===== src/rtl/pipe_stage_reg.sv =====
// Pipeline stage register with valid/ready handshake, optional two-entry skid
// buffer (registered ready), synchronous flush and a saturating bubble counter.
module pipe_stage_reg #(
  parameter int DATA_W = 32,
  parameter int CTRL_W = 9,
  parameter int SKID   = 1,
  parameter int CNT_W  = 16
) (
  input  logic              clk_i,
  input  logic              rst_i,
  input  logic              in_valid_i,
  output logic              in_ready_o,
  input  logic [CTRL_W-1:0] in_ctrl_i,
  input  logic [DATA_W-1:0] in_data_i,
  output logic              out_valid_o,
  input  logic              out_ready_i,
  output logic [CTRL_W-1:0] out_ctrl_o,
  output logic [DATA_W-1:0] out_data_o,
  input  logic              flush_i,
  input  logic              clr_cnt_i,
  output logic [1:0]        occ_o,
  output logic [CNT_W-1:0]  bubble_cnt_o
);

  typedef enum logic [1:0] {
    EMPTY = 2'd0,
    ONE   = 2'd1,
    TWO   = 2'd2
  } state_e;

  logic              accept;
  logic              transfer;
  logic [CTRL_W-1:0] m_ctrl_q, m_ctrl_d;
  logic [DATA_W-1:0] m_data_q, m_data_d;
  logic [CNT_W-1:0]  bubble_q, bubble_d;

  assign accept   = in_valid_i & in_ready_o;
  assign transfer = out_valid_o & out_ready_i;

  always_ff @(posedge clk_i or posedge rst_i) begin
    if (rst_i) begin
      m_ctrl_q <= '0;
      m_data_q <= '0;
    end else begin
      m_ctrl_q <= m_ctrl_d;
      m_data_q <= m_data_d;
    end
  end

  if (SKID != 0) begin : g_skid
    state_e            state_q, state_d;
    logic              ready_q, ready_d;
    logic [CTRL_W-1:0] s_ctrl_q, s_ctrl_d;
    logic [DATA_W-1:0] s_data_q, s_data_d;

    // Flush wins over everything; loads are suppressed so a killed entry never lands in M or S.
    always_comb begin
      state_d  = state_q;
      m_ctrl_d = m_ctrl_q;
      m_data_d = m_data_q;
      s_ctrl_d = s_ctrl_q;
      s_data_d = s_data_q;
      if (flush_i) begin
        state_d = EMPTY;
      end else begin
        case (state_q)
          EMPTY: begin
            if (accept) begin
              m_ctrl_d = in_ctrl_i;
              m_data_d = in_data_i;
              state_d  = ONE;
            end
          end
          ONE: begin
            if (accept && transfer) begin
              m_ctrl_d = in_ctrl_i;
              m_data_d = in_data_i;
            end else if (accept) begin
              s_ctrl_d = in_ctrl_i;
              s_data_d = in_data_i;
              state_d  = TWO;
            end else if (transfer) begin
              state_d = EMPTY;
            end
          end
          TWO: begin
            if (transfer) begin
              m_ctrl_d = s_ctrl_q;
              m_data_d = s_data_q;
              state_d  = ONE;
            end
          end
          default: state_d = EMPTY;
        endcase
      end
      ready_d = (state_d != TWO);
    end

    always_ff @(posedge clk_i or posedge rst_i) begin
      if (rst_i) begin
        state_q  <= EMPTY;
        ready_q  <= 1'b1;
        s_ctrl_q <= '0;
        s_data_q <= '0;
      end else begin
        state_q  <= state_d;
        ready_q  <= ready_d;
        s_ctrl_q <= s_ctrl_d;
        s_data_q <= s_data_d;
      end
    end

    assign in_ready_o  = ready_q;
    assign out_valid_o = (state_q != EMPTY);
    assign occ_o       = state_q;
  end else begin : g_single
    logic valid_q, valid_d;

    always_comb begin
      valid_d  = valid_q;
      m_ctrl_d = m_ctrl_q;
      m_data_d = m_data_q;
      if (flush_i) begin
        valid_d = 1'b0;
      end else if (accept) begin
        valid_d  = 1'b1;
        m_ctrl_d = in_ctrl_i;
        m_data_d = in_data_i;
      end else if (transfer) begin
        valid_d = 1'b0;
      end
    end

    always_ff @(posedge clk_i or posedge rst_i) begin
      if (rst_i) begin
        valid_q <= 1'b0;
      end else begin
        valid_q <= valid_d;
      end
    end

    assign in_ready_o  = ~valid_q | out_ready_i;
    assign out_valid_o = valid_q;
    assign occ_o       = {1'b0, valid_q};
  end

  // A starved cycle is one where downstream could take data but none is offered.
  always_comb begin
    bubble_d = bubble_q;
    if (clr_cnt_i) begin
      bubble_d = '0;
    end else if (!out_valid_o && out_ready_i && (bubble_q != {CNT_W{1'b1}})) begin
      bubble_d = bubble_q + 1'b1;
    end
  end

  always_ff @(posedge clk_i or posedge rst_i) begin
    if (rst_i) begin
      bubble_q <= '0;
    end else begin
      bubble_q <= bubble_d;
    end
  end

  assign out_ctrl_o   = out_valid_o ? m_ctrl_q : '0;
  assign out_data_o   = m_data_q;
  assign bubble_cnt_o = bubble_q;

endmodule

===== config.mk =====
export PLATFORM = sky130hd
export DESIGN_NAME = pipe_stage_reg
export DESIGN_NICKNAME = d
export VERILOG_FILES = /design/src/rtl/pipe_stage_reg.sv
export SDC_FILE = /design/constraint.sdc
export NUM_CORES = 1
export LEC_CHECK = 0
export CORE_ASPECT_RATIO = 1.75
export CORE_MARGIN = 2
export CORE_UTILIZATION = 54
export CTS_CLUSTER_DIAMETER = 50
export DETAILED_ROUTE_END_ITERATION = 10
export PLACE_DENSITY = 0.85
export SLEW_MARGIN = 10
export SYNTH_ARGS = -nofsm -noshare
export SYNTH_HDL_FRONTEND = slang
export SYNTH_SLANG_ARGS = --single-unit

===== constraint.sdc =====
create_clock -name clk_i -period 4.9 [get_ports clk_i]
set_input_delay 0.49 -clock clk_i [delete_from_list [all_inputs] [get_ports clk_i]]
set_output_delay 0.49 -clock clk_i [all_outputs]
set_load 0.01 [all_outputs]

==> reports/metrics.cfg <==
[sta]
max_freq_mhz = 384.1
setup_tns_ps = 0
holdWs_ps = 504.6
max-slew-margin-rel = 0.2572
rsz0062_at_grt = no
max_slew.worst_pin.slew_ps = 1114
fin_crit_sh = 0.5313
min_period_ps = 2603
layout_setup_ws_ps = 2297
setup_viol = 0
final.setup_skew_ps = 7.712
drv_slew = 0
hold_viol = 0

[floorplanning]
fp.coreArea_um2 = 8368
die_area_um2 = 9439
ios = 108
placementRows = 44
die_h_um = 127.0
initial_core_util = 0.5582
die_w_um = 74.31

[cells_and_area]
multiInputGateArea_um2 = 2082
layout_common_cells = mux2_2, clkdlybuf4s50_1, dfrtp_1
fin_nets = 506
diodes = 0
regArea_um2 = 2529
design_area_um2 = 6178
drive_gt1_frac = 0.3456
areaGrowthSynthToFinish_pct = 32.28
fillers = 604
final_common_cell = mux2_2

[status]
status = finished, final reports clean

[yosys]
syn_area_um2 = 4671
synth.top_cell.area_share = 0.5358
synth_fa_ha_area_frac = 0.002679
synthMuxAreaShare = 0.3177
ys_types = 34
yosysWarnings = 0
synth-compound-area-share = 0.02223
synthSimpleGateAreaFrac = 0.09912
syn-num-nets = 402
synth_top_family_by_area = multiplexers
synth_xor_area_frac = 0
avgSynthCellArea_um2 = 13.19
yosysTopAreaCell = dfrtp_1
ys_seq_area_frac = 0.5414
ys_ff_latch = 101
synthTopCellsByArea = dfrtp_1, mux2_2, nor2b_1
synthCells = 354

[clocking]
ctsResizeCount = 0
cts_tree = yes
cts-buffers-inserted = 9
clockRootBuffer = clkbuf_16
htree_levels = 3
hold_buffers = 0
cts.clk_slew.worst_paths_ps = 60
post_cts_buffers = 0
cts_num_sinks = 101
clock_path_buffers = 2
clk_latency_ps = 340

[worst_hold_path]
hold_path_class = reg -> reg

[power_and_ir_drop]
leakage_nw = 2.519
vdd_drop_max_mv = 0.2667
power_frac_clock = 0.312
power.density_nw_per_um2 = 378.6
power_frac_seq = 0.474
combinationalPowerShare = 0.215
intPower_mw = 1.776
swShare = 0.2409
p_switching_uw = 563.6

[global_route]
globalRouteOverflowTotal = 0
grt_use_total = 0.2236
grt_first_pass_wirelength_um = 16050
first_global_vias = 3305
grt_max_degree = 60
antenna_found_initial = 0

[placement]
place_area_um2 = 5866
pre_cts_ws_ps = 2081
place_congestion = 0.9538
hpwl_um = 6786
port_buffers = 107

[routing]
via_count = 3161
drt_iter0_drc = 138
dr.pass1.iters = 4
wl_met1_um = 3881
viasPerCell = 5.469
routed-wl-met3_um = 343
dr_wl_met2_um = 5528
postRouteAntennaNets = 0
remaining_drc_errors = 0
wl_um = 9982
top_layer = met4
wl_per_cell_um = 17.27

[setup_path]
required_ps = 4410
crit_type = reg -> out
arrival_ps = 2110
cp-end-kind = output port
cp-start-kind = flip-flop
critPathMaxFanout = 10

[run]
cap_viol_max_count = 0

metal layers:
metal  track usage  vias up
met5             0        -
met2        0.3965       84
li1              -     1480
met4       0.09979        0
met3       0.02445       16
met1        0.2660     1581
cells in the mapped netlist:
cell	instances
mux2_2	130
dfrtp_1	100
clkbuf_1	17
nor2_1	16
nor2b_1	15
nor3_1	9
nand2_1	8
nand3_1	8
nor4_1	8
a21oi_1	7
inv_1	4
nand2b_1	3
nand4_1	3
o31ai_1	3
mux2i_1	2
or2_2	2
or4_1	2
a211o_2	1
a21o_1	1
a31oi_1	1
and2_2	1
and3b_1	1
dfstp_2	1
ha_1	1
nand3_2	1
nand3b_1	1
nor3b_1	1
nor4b_1	1
o21ai_0	1
o21bai_1	1
o311a_1	1
or3_1	1
or3b_4	1
or4_4	1
registers in the layout, summed over array words and instances (netlist names):
register,count
g_skid.s_data_q,32
g_skid.s_ctrl_q,9
m_ctrl_q,9
in_ready_o,1
bubble_cnt_o,16
occ_o,2
out_data_o,32
power by group through the flow:
| stage | logic, mW | clock network, mW | registers (mW) |
|---|---|---|---|
| 2_1_floorplan | 0.245 | 0 | 1.13 |
| 3_3_place_gp | 0.492 | 0 | 1.11 |
| 3_5_place_dp | 0.508 | 0 | 1.12 |
| 4_1_cts | 0.510 | 0.743 | 1.11 |
| 5_1_grt | 0.540 | 0.768 | 1.13 |
| 6_report | 0.502 | 0.729 | 1.11 |
final timing paths:
path                             startpoint        endpoint  slack, ps  cells past startpoint
worst max-delay path               occ_o[0]   out_ctrl_o[4]       2300                      3
worst min-delay path            m_ctrl_q[7]     m_ctrl_q[7]        500                      1
worst max register to register     occ_o[0]  out_data_o[23]       2710                      3
worst min register to register  m_ctrl_q[7]     m_ctrl_q[7]        500                      1
max in group asynchronous             rst_i      in_ready_o       3260                      3
min in group asynchronous             rst_i  out_data_o[13]        630                      2
cells by family (layout without fill, tap and decap cells):
family                     count (synthesis)  count (layout)
DFF                                      101             101
AOI/OAI and AO/OA                         16              16
buffers and inverters                     21             130
and+or+nand+nor                           83              83
muxes                                    132             132
adders and majority gates                  1               1
per-stage QoR:
step | total power, mW | cells | util
6_report | 2.339 | 578 | 0.7383
5_1_grt | 2.440 | 578 | 0.7383
4_1_cts | 2.363 | 578 | 0.7383
3_5_place_dp | 1.632 | 562 | 0.7010
3_3_place_gp | 1.600 | 562 | 0.7010
2_1_floorplan | 1.373 | 354 | -
worst max-delay path: stages, from the launching register on:
cell	delay [ps]
dfrtp_1	450
nor2_1	630
nor2b_1	170
clkdlybuf4s50_1	520
area by class of cell:
cell class / instances / area share
Inverter: 4 / 0.002835
Multi-Input combinational cell: 232 / 0.3370
Clock inverter: 3 / 0.006885
Timing Repair Buffer: 110 / 0.1770
Tap cell: 115 / 0.02329
Sequential cell: 101 / 0.4093
Clock buffer: 13 / 0.04374
Note: power is estimated with default switching activity, not from simulation.
